File: config.mk
export PLATFORM = sky130hd
export DESIGN_NAME = fp_unit_arbiter
export DESIGN_NICKNAME = d
export VERILOG_FILES = /design/src/rtl/fp_unit_arbiter.sv
export SDC_FILE = /design/constraint.sdc
export NUM_CORES = 1
export LEC_CHECK = 0
export ABC_AREA = 1
export BUFFER_PORTS_ARGS = -buffer_cell sky130_fd_sc_hd__buf_2
export CORE_AREA = 2 2 160 162
export CTS_BUF_LIST = sky130_fd_sc_hd__clkbuf_8
export DETAILED_ROUTE_END_ITERATION = 6
export DIE_AREA = 0 0 162 164
export PLACE_DENSITY = 0.55
export SYNTH_ARGS = -nofsm -noshare
export SYNTH_HDL_FRONTEND = slang
export SYNTH_SLANG_ARGS = --single-unit
File: constraint.sdc
create_clock -name clk -period 5.4 [get_ports clk]
set_clock_uncertainty 0.05 [all_clocks]
set_input_delay 0.54 -clock clk [delete_from_list [all_inputs] [get_ports clk]]
set_output_delay 0.54 -clock clk [all_outputs]
set_load 0.01 [all_outputs]
File: src/rtl/fp_unit_arbiter.sv
// rtl/fp_unit_arbiter.sv - round-robin arbiter sharing one stb/ack FP unit among N_REQ requesters
module fp_unit_arbiter #(
    parameter int N_REQ = 4,
    parameter int W     = 32,
    parameter int ID_W  = $clog2(N_REQ)
) (
    input  logic               clk,
    input  logic               rst,
    input  logic [N_REQ-1:0]   req_valid,
    input  logic [N_REQ*W-1:0] req_a,
    input  logic [N_REQ*W-1:0] req_b,
    output logic [N_REQ-1:0]   req_ready,
    output logic [N_REQ-1:0]   resp_valid,
    output logic [W-1:0]       resp_data,
    input  logic [N_REQ-1:0]   resp_ack,
    output logic               unit_rst,
    output logic [W-1:0]       unit_a,
    output logic [W-1:0]       unit_b,
    output logic               unit_a_stb,
    input  logic               unit_a_ack,
    output logic               unit_b_stb,
    input  logic               unit_b_ack,
    input  logic [W-1:0]       unit_z,
    input  logic               unit_z_stb,
    output logic               unit_z_ack,
    output logic [ID_W-1:0]    grant_id,
    output logic               busy
);

    typedef enum logic [2:0] {
        S_IDLE,
        S_RESET,
        S_SEND_A,
        S_SEND_B,
        S_WAIT_Z,
        S_RESP
    } state_t;

    state_t state, state_d;

    logic [N_REQ-1:0] req_ready_d;
    logic [N_REQ-1:0] resp_valid_d;
    logic [W-1:0]     resp_data_d;
    logic             unit_rst_d;
    logic [W-1:0]     unit_a_d;
    logic [W-1:0]     unit_b_d;
    logic             unit_a_stb_d;
    logic             unit_b_stb_d;
    logic             unit_z_ack_d;
    logic [ID_W-1:0]  grant_id_d;
    logic             busy_d;
    logic [ID_W-1:0]  last_grant;
    logic [ID_W-1:0]  last_grant_d;

    // Rotating priority: scan last_grant+1 .. last_grant+N_REQ, wrapping modulo N_REQ.
    logic            win_found;
    logic [ID_W-1:0] win_id;
    logic [ID_W:0]   cand;

    always_comb begin
        win_found = 1'b0;
        win_id    = '0;
        cand      = '0;
        for (int k = 1; k <= N_REQ; k++) begin
            cand = {1'b0, last_grant} + (ID_W+1)'(k);
            if (cand >= (ID_W+1)'(N_REQ))
                cand = cand - (ID_W+1)'(N_REQ);
            if (!win_found && req_valid[cand[ID_W-1:0]]) begin
                win_found = 1'b1;
                win_id    = cand[ID_W-1:0];
            end
        end
    end

    logic [W-1:0] win_a;
    logic [W-1:0] win_b;

    always_comb begin
        win_a = '0;
        win_b = '0;
        for (int i = 0; i < N_REQ; i++) begin
            if (win_id == ID_W'(i)) begin
                win_a = req_a[i*W +: W];
                win_b = req_b[i*W +: W];
            end
        end
    end

    always_comb begin
        state_d      = state;
        req_ready_d  = '0;
        resp_valid_d = resp_valid;
        resp_data_d  = resp_data;
        unit_rst_d   = unit_rst;
        unit_a_d     = unit_a;
        unit_b_d     = unit_b;
        unit_a_stb_d = unit_a_stb;
        unit_b_stb_d = unit_b_stb;
        unit_z_ack_d = unit_z_ack;
        grant_id_d   = grant_id;
        last_grant_d = last_grant;

        case (state)
            S_IDLE: begin
                if (win_found) begin
                    grant_id_d          = win_id;
                    unit_a_d            = win_a;
                    unit_b_d            = win_b;
                    req_ready_d[win_id] = 1'b1;
                    unit_rst_d          = 1'b1;
                    state_d             = S_RESET;
                end
            end
            S_RESET: begin
                unit_rst_d   = 1'b0;
                unit_a_stb_d = 1'b1;
                state_d      = S_SEND_A;
            end
            S_SEND_A: begin
                if (unit_a_ack) begin
                    unit_a_stb_d = 1'b0;
                    unit_b_stb_d = 1'b1;
                    state_d      = S_SEND_B;
                end
            end
            S_SEND_B: begin
                if (unit_b_ack) begin
                    unit_b_stb_d = 1'b0;
                    state_d      = S_WAIT_Z;
                end
            end
            S_WAIT_Z: begin
                if (unit_z_stb) begin
                    resp_data_d            = unit_z;
                    unit_z_ack_d           = 1'b1;
                    resp_valid_d           = '0;
                    resp_valid_d[grant_id] = 1'b1;
                    state_d                = S_RESP;
                end
            end
            S_RESP: begin
                unit_z_ack_d = 1'b0;
                // Only the granted requester's ack releases the result.
                if (resp_ack[grant_id]) begin
                    resp_valid_d = '0;
                    last_grant_d = grant_id;
                    state_d      = S_IDLE;
                end
            end
            default: state_d = S_IDLE;
        endcase

        busy_d = (state_d != S_IDLE);
    end

    always_ff @(posedge clk) begin
        if (rst) begin
            state      <= S_IDLE;
            req_ready  <= '0;
            resp_valid <= '0;
            resp_data  <= '0;
            unit_rst   <= 1'b1;
            unit_a     <= '0;
            unit_b     <= '0;
            unit_a_stb <= 1'b0;
            unit_b_stb <= 1'b0;
            unit_z_ack <= 1'b0;
            grant_id   <= '0;
            busy       <= 1'b0;
            last_grant <= ID_W'(N_REQ-1);
        end else begin
            state      <= state_d;
            req_ready  <= req_ready_d;
            resp_valid <= resp_valid_d;
            resp_data  <= resp_data_d;
            unit_rst   <= unit_rst_d;
            unit_a     <= unit_a_d;
            unit_b     <= unit_b_d;
            unit_a_stb <= unit_a_stb_d;
            unit_b_stb <= unit_b_stb_d;
            unit_z_ack <= unit_z_ack_d;
            grant_id   <= grant_id_d;
            busy       <= busy_d;
            last_grant <= last_grant_d;
        end
    end

endmodule

## Yosys cells after proc, flatten, opt, wreduce, memory -nomap -nowiden

Index checks and enable logic that the tools add are counted.

| cells by class | value |
|---|---|
| $add $sub $neg | 8 |
| multipliers | 0 |
| div/mod/pow operators | 0 |
| order comparisons | 12 |
| equal/unequal tests | 13 |
| shift operators | 0 |
| muxes and demuxes | 52 |
| bitwise logic cells | 2 |
| reductions and logical operators | 24 |

Operator list:

| kind | number |
|---|---|
| 2-to-1 mux 32 bit | 8 |
| < comparator 2 x 3 -> 1 bit (second input constant) | 6 |
| case mux 3 bit (6 select lines) | 1 |
| 2-to-1 mux 1 bit | 16 |
| 2-to-1 mux 2 bit | 8 |
| 2-to-1 mux 3 bit | 5 |
| greater-or-equal comparator 3 bit (second input constant) | 4 |
| AND reduction 2 bit | 6 |
| binary-select mux 1 bit (select 2 bit) | 5 |
| != test 2 bit (second input constant) | 5 |
| 2-to-1 mux 4 bit | 2 |
| case mux 1 bit (2 select lines) | 4 |
| case mux 4 bit (2 select lines) | 1 |
| nonzero test 2 bit | 4 |
| subtractor 2 x 1 -> 2 bit (second input constant) | 4 |
| adder 2 x 2 -> 3 bit (second input constant) | 2 |
| equality test 3 x 2 -> 1 bit (second input constant) | 2 |
| equality test 3 bit (second input constant) | 2 |
| AND reduction 3 bit | 2 |
| logical AND 1 bit | 5 |
| demux 1 bit (select 2 bit) | 2 |
| equality test 2 bit (second input constant) | 2 |
| greater-or-equal comparator 2 x 1 -> 1 bit (second input constant) | 2 |
| adder 2 x 1 -> 3 bit (second input constant) | 1 |
| 9 further kinds | 12 |

| storage, ports and cells | value |
|---|---|
| bits in registers | 116 |
| latch bits | 0 |
| memory bits (writable) | 0 |
| ROM bits | 0 |
| input bits | 301 |
| output and inout bits | 111 |
| logic and storage cells | 124 |
| memories | 0 |

## Longest topological paths before layout

| depth | value |
|---|---|
| depth in word-level cells | 20 |
| mapped depth | 18 |
| depth with buffers taken out | 15 |

## Worst setup path before layout

OpenSTA, ideal clock, no wires.

| path | value |
|---|---|
| path type | in2reg |
| start point | input port req_valid[3] |
| end point | register unit_a[10] |
| library setup time | 112 ps |
| data arrival time | 1771 ps |
| data required time | 5238 ps |
| setup slack | 3467 ps |
| cell stages on the path | 16 |
| buffers on the path | 2 |
| cell sequence | nand2_1 -> nand2_1 -> nand2_1 -> nand2_1 -> nor2_4 -> nand3_1 -> nand2_2 -> nand2_4 -> inv_6 -> nor2_8 -> buf_6 -> buf_6 -> nand2_1 -> nand3_1 -> nand2_1 -> nand2_1 |

| on the way | value |
|---|---|
| cells in the longest elaborated chain, start to end | 17 |
| elaborated cells between the ends (all ways) | 31 |
| those cells by class | 3 x eq/ne; 20 x mux; 8 x reduce/logical |

RTL lines:

| element | line | source |
|---|---|---|
| start, declared | 9 | `input logic [N_REQ-1:0] req_valid,` |
| binary-select mux 1 bit (select 2 bit) | 68 | `if (!win_found && req_valid[cand[ID_W-1:0]]) begin` |
| 2-to-1 mux 1 bit (not written as such) | 68 |  |
| 2-to-1 mux 1 bit | 68 |  |
| logical NOT 1 bit | 68 |  |
| logical AND 1 bit | 68 |  |
| 2-to-1 mux 1 bit | 68 |  |
| logical NOT 1 bit | 68 |  |
| logical AND 1 bit | 68 |  |
| 2-to-1 mux 1 bit | 68 |  |
| logical NOT 1 bit | 68 |  |
| logical AND 1 bit | 68 |  |
| 2-to-1 mux 2 bit | 68 |  |
| logical NOT 2 bit | 82 | `if (win_id == ID_W'(i)) begin` |
| 2-to-1 mux 32 bit (4 in series) | 82 |  |
| end signal, assigned | 177 | `unit_a <= unit_a_d;` |
| end, declared | 17 | `output logic [W-1:0] unit_a,` |

Parallel ways exist; a longest one is shown, timed or not. The select of a mux whose other input is x is not followed.
A chain may end at the register's enable or synchronous reset.

## Worst setup path in the final report

| path | value |
|---|---|
| start point | register last_grant[0] |
| end point | register unit_b[29] |

| on the way | value |
|---|---|
| cells in the longest elaborated chain, start to end | 20 |
| elaborated cells between the ends (all ways) | 47 |
| those cells by class | 8 x add/sub; 4 x order compare; 3 x eq/ne; 24 x mux; 8 x reduce/logical |

RTL lines:

| element | line | source |
|---|---|---|
| start, declared | 52 | `logic [ID_W-1:0] last_grant;` |
| start signal, assigned | 170 | `last_grant <= ID_W'(N_REQ-1);` |
| start signal, assigned | 184 | `last_grant <= last_grant_d;` |
| adder 2 x 1 -> 3 bit | 65 | `cand = {1'b0, last_grant} + (ID_W+1)'(k);` |
| greater-or-equal comparator 3 bit or subtractor 2 x 1 -> 2 bit (tied branches) | 66, 67 |  |
| 2-to-1 mux 2 bit | 66 | `if (cand >= (ID_W+1)'(N_REQ))` |
| binary-select mux 1 bit (select 2 bit) | 68 |  |
| 2-to-1 mux 1 bit (not written as such) | 68 |  |
| 2-to-1 mux 1 bit | 68 |  |
| logical NOT 1 bit | 68 |  |
| logical AND 1 bit | 68 |  |
| 2-to-1 mux 1 bit | 68 |  |
| logical NOT 1 bit | 68 |  |
| logical AND 1 bit | 68 |  |
| 2-to-1 mux 1 bit | 68 |  |
| logical NOT 1 bit | 68 |  |
| logical AND 1 bit | 68 |  |
| 2-to-1 mux 2 bit | 68 |  |
| logical NOT 2 bit | 82 |  |
| 2-to-1 mux 32 bit (4 in series) | 82 |  |
| end signal, assigned | 178 | `unit_b <= unit_b_d;` |
| end, declared | 18 | `output logic [W-1:0] unit_b,` |

Parallel ways exist; a longest one is shown, timed or not. The select of a mux whose other input is x is not followed.

==> flow_metrics.env <==
export IMPL_yosysTopAreaCell="dfxtp_1"
export IMPL_drv_cap=0
export IMPL_dr_total_vias=7573
export IMPL_cts_tree="yes"
export IMPL_drt_iter0_drc=395
export IMPL_finalSetupTns_ns=0
export IMPL_critPathMaxFanout=71
export IMPL_cts_root_buf="clkbuf_8"
export IMPL_grt_start_max_net_pins=72
export IMPL_grt_pass1_wl_mm=37.29
export IMPL_post_cts_buffers=0
export IMPL_slowest_stage="nor2_4"
export IMPL_fin_hold_ws_ns=0.2944
export IMPL_worst_endpoint_required_ns=5.73
export IMPL_synth_edf_count=0
export IMPL_max_slew_margin=0.4065
export IMPL_row_count=58
export IMPL_grt_remaining_overflow=0
export IMPL_path_class="reg2reg"
export IMPL_cp_data_arrival_time_ns=3.60
export IMPL_status="finished clean"
export IMPL_synth_nets=1285
export IMPL_syn_to_final_growth_pct=43.17
export IMPL_final_max_slew_viol_count=0
export IMPL_post_synth_top_count_cell="nand2_1"
export IMPL_ys_warnings_count=0
export IMPL_min_period_ns=3.267
export IMPL_fillCellCount=2821
export IMPL_cts_buffers=17
export IMPL_gp_congestion=0.8247
export IMPL_coreArea_um2=24820
export IMPL_ioPinCount=412
export IMPL_worst_pin_slew_ns=0.8881
export IMPL_crit_family="simple AND/OR/NAND/NOR gates"
export IMPL_yosysUniqueCellTypes=29
export IMPL_cts_path_max_buffers=2
export IMPL_synth_area_um2=6125
export IMPL_static_leakage_power_nw=4.931
export IMPL_crit_chain="inv_6 > nand2_1 > nand2_1 > nand2_1 > a21boi_1 > nand2_1 > clkinv_1 > nand2_4 > nor2_4 > buf_12 > nand2_1 > nand3_1 > nand2_1 > nand2_1"
export IMPL_hold_class="in2reg"
export IMPL_nets=1659
export IMPL_drcViolationCount=0
export IMPL_die_area_um2=26570
export IMPL_max_stage_delay_ns=0.89
export IMPL_synth_seq_cells=116
export IMPL_first_pass_iters=6
export IMPL_antenna_left=0
export IMPL_cp_end_kind="flop"
export IMPL_track_usage=0.1810
export IMPL_finalCritPeriodShare=0.6049
export IMPL_clkLatencyLatePin_ns=0.43
export IMPL_total_power_w=0.002611
export IMPL_seq_area_frac_synth=0.3792
export IMPL_utilization=0.3533
export IMPL_cts_sinks=116
export IMPL_grt_setup_unrepaired="false"
export IMPL_cp_num_buf_inv=3
export IMPL_die_x_um=162
export IMPL_drive_gt1_frac=0.3406
export IMPL_netlist_area_leader_share=0.3792
export IMPL_powerDensity_nw_per_um2=297.8
export IMPL_max_vdd_ir_drop_uv=150.3
export IMPL_grt_pass1_vias=7039
export IMPL_routed_wl_mm=25.58
export IMPL_io_buffers=411
export IMPL_cts_clk_slew_worst_paths_ns=0.09
export IMPL_synth_common_cells="nand2_1, dfxtp_1, o21ai_0"
export IMPL_critPathLaunchType="flop"
export IMPL_synth_async_sr_flop_share=0
export IMPL_floorplan_initialDensity=0.2468
export IMPL_synthTopCellsByArea="dfxtp_1, nand2_1, o21ai_0"
export IMPL_crit_top_cell="nand2_1"
export IMPL_syn_avg_cell_area_um2=6.224
export IMPL_cts_resized=0
export IMPL_avgRoutedWirePerCell_um=15.01
export IMPL_grt_antenna_before_repair=3
export IMPL_syn_inst=984
export IMPL_fmax_ghz=0.3061
export IMPL_hold_violations=0
export IMPL_dieHeight_um=164
export IMPL_setup_viol=0
export IMPL_dp_cells=1669
export IMPL_ys_flop_type="dfxtp_1"
export IMPL_stdcell_count=1705
export IMPL_cts_max_level=4
export IMPL_dp_hpwl_mm=19.11
export IMPL_cts_hold_buf=0
export IMPL_vias_per_cell=4.442
## metrics by stage
stage,worst slack (ns),area (um2)
2_1_floorplan,3.467,6125
3_3_place_gp,2.115,8333
3_5_place_dp,2.057,8333
4_1_cts,2.067,8758
5_1_grt,1.801,8763
6_report,2.133,8768
## state kept, by name, indices dropped and copies added (netlist names)
| name | count |
|---|---|
| unit_rst | 1 |
| unit_b_stb | 1 |
| unit_b | 32 |
| last_grant | 2 |
| req_ready | 4 |
| resp_valid | 4 |
| resp_data | 32 |
| unit_a | 32 |
| unit_z_ack | 1 |
| state | 3 |
| busy | 1 |
| unit_a_stb | 1 |
| grant_id | 2 |
## tightest hold or removal path, stage by stage
cell and delay [ns]:
buf_2 0.10, nand2_1 0.05, a21oi_1 0.05
## metal layers
layer	up-vias	global-route usage	part of all wire
met4	0	0.06879	0.025
li1	3877	-	-
met3	29	0.04596	0.074
met1	3364	0.2085	0.41
met2	303	0.3226	0.49
met5	-	0	0
## layout make-up
type | instances | area (um2) | area share
Antenna cell | 4 | 10.01 | 0.001142
Clock buffer | 18 | 247.7 | 0.02825
Clock inverter | 14 | 177.7 | 0.02026
Inverter | 87 | 336.6 | 0.03838
Multi-Input combinational cell | 721 | 3162 | 0.3606
Sequential cell | 116 | 2322 | 0.2648
Tap cell | 330 | 412.9 | 0.04709
Timing Repair Buffer | 415 | 2100 | 0.2394
## cell families (layout without fill, tap and decap cells)
kind of cell,after synthesis,in the layout,synth area share
simple gates,549,549,0.3726
compound gates,172,172,0.1428
buf+inv,147,534,0.1054
flops,116,116,0.3792
other cells,0,4,0
## final timing paths
kind                                    start           end  slack (ns)  cells past startpoint
worst min-delay path                unit_z[3]  resp_data[3]        0.29                      3
worst max-delay path            last_grant[0]    unit_b[29]        2.13                     14
worst min register to register      unit_a[3]     unit_a[3]        0.40                      2
worst max register to register  last_grant[0]    unit_b[29]        2.13                     14
## layout by cell type, fill, tap and decap left out, types with 4 or more instances in the layout
cell type / instances
nand2_1: 424
buf_2: 411
dfxtp_1: 116
o21ai_0: 85
nand3_1: 82
inv_1: 81
a21oi_1: 41
o21ai_1: 39
clkbuf_8: 18
nand4_1: 14
nor2_1: 8
nand2_2: 7
nor3_1: 6
inv_6: 5
diode_2: 4
inv_2: 4
clkinv_4: 4
## power by group
group          leakage [nW]  internal [W]  total, W  switching [W]
registers             0.948      0.000955   0.00101      0.0000527
clock network         0.208      0.000474  0.000885       0.000411
logic                  3.78      0.000271  0.000719       0.000448
No activity file was read; power rests on OpenSTA's default activity.
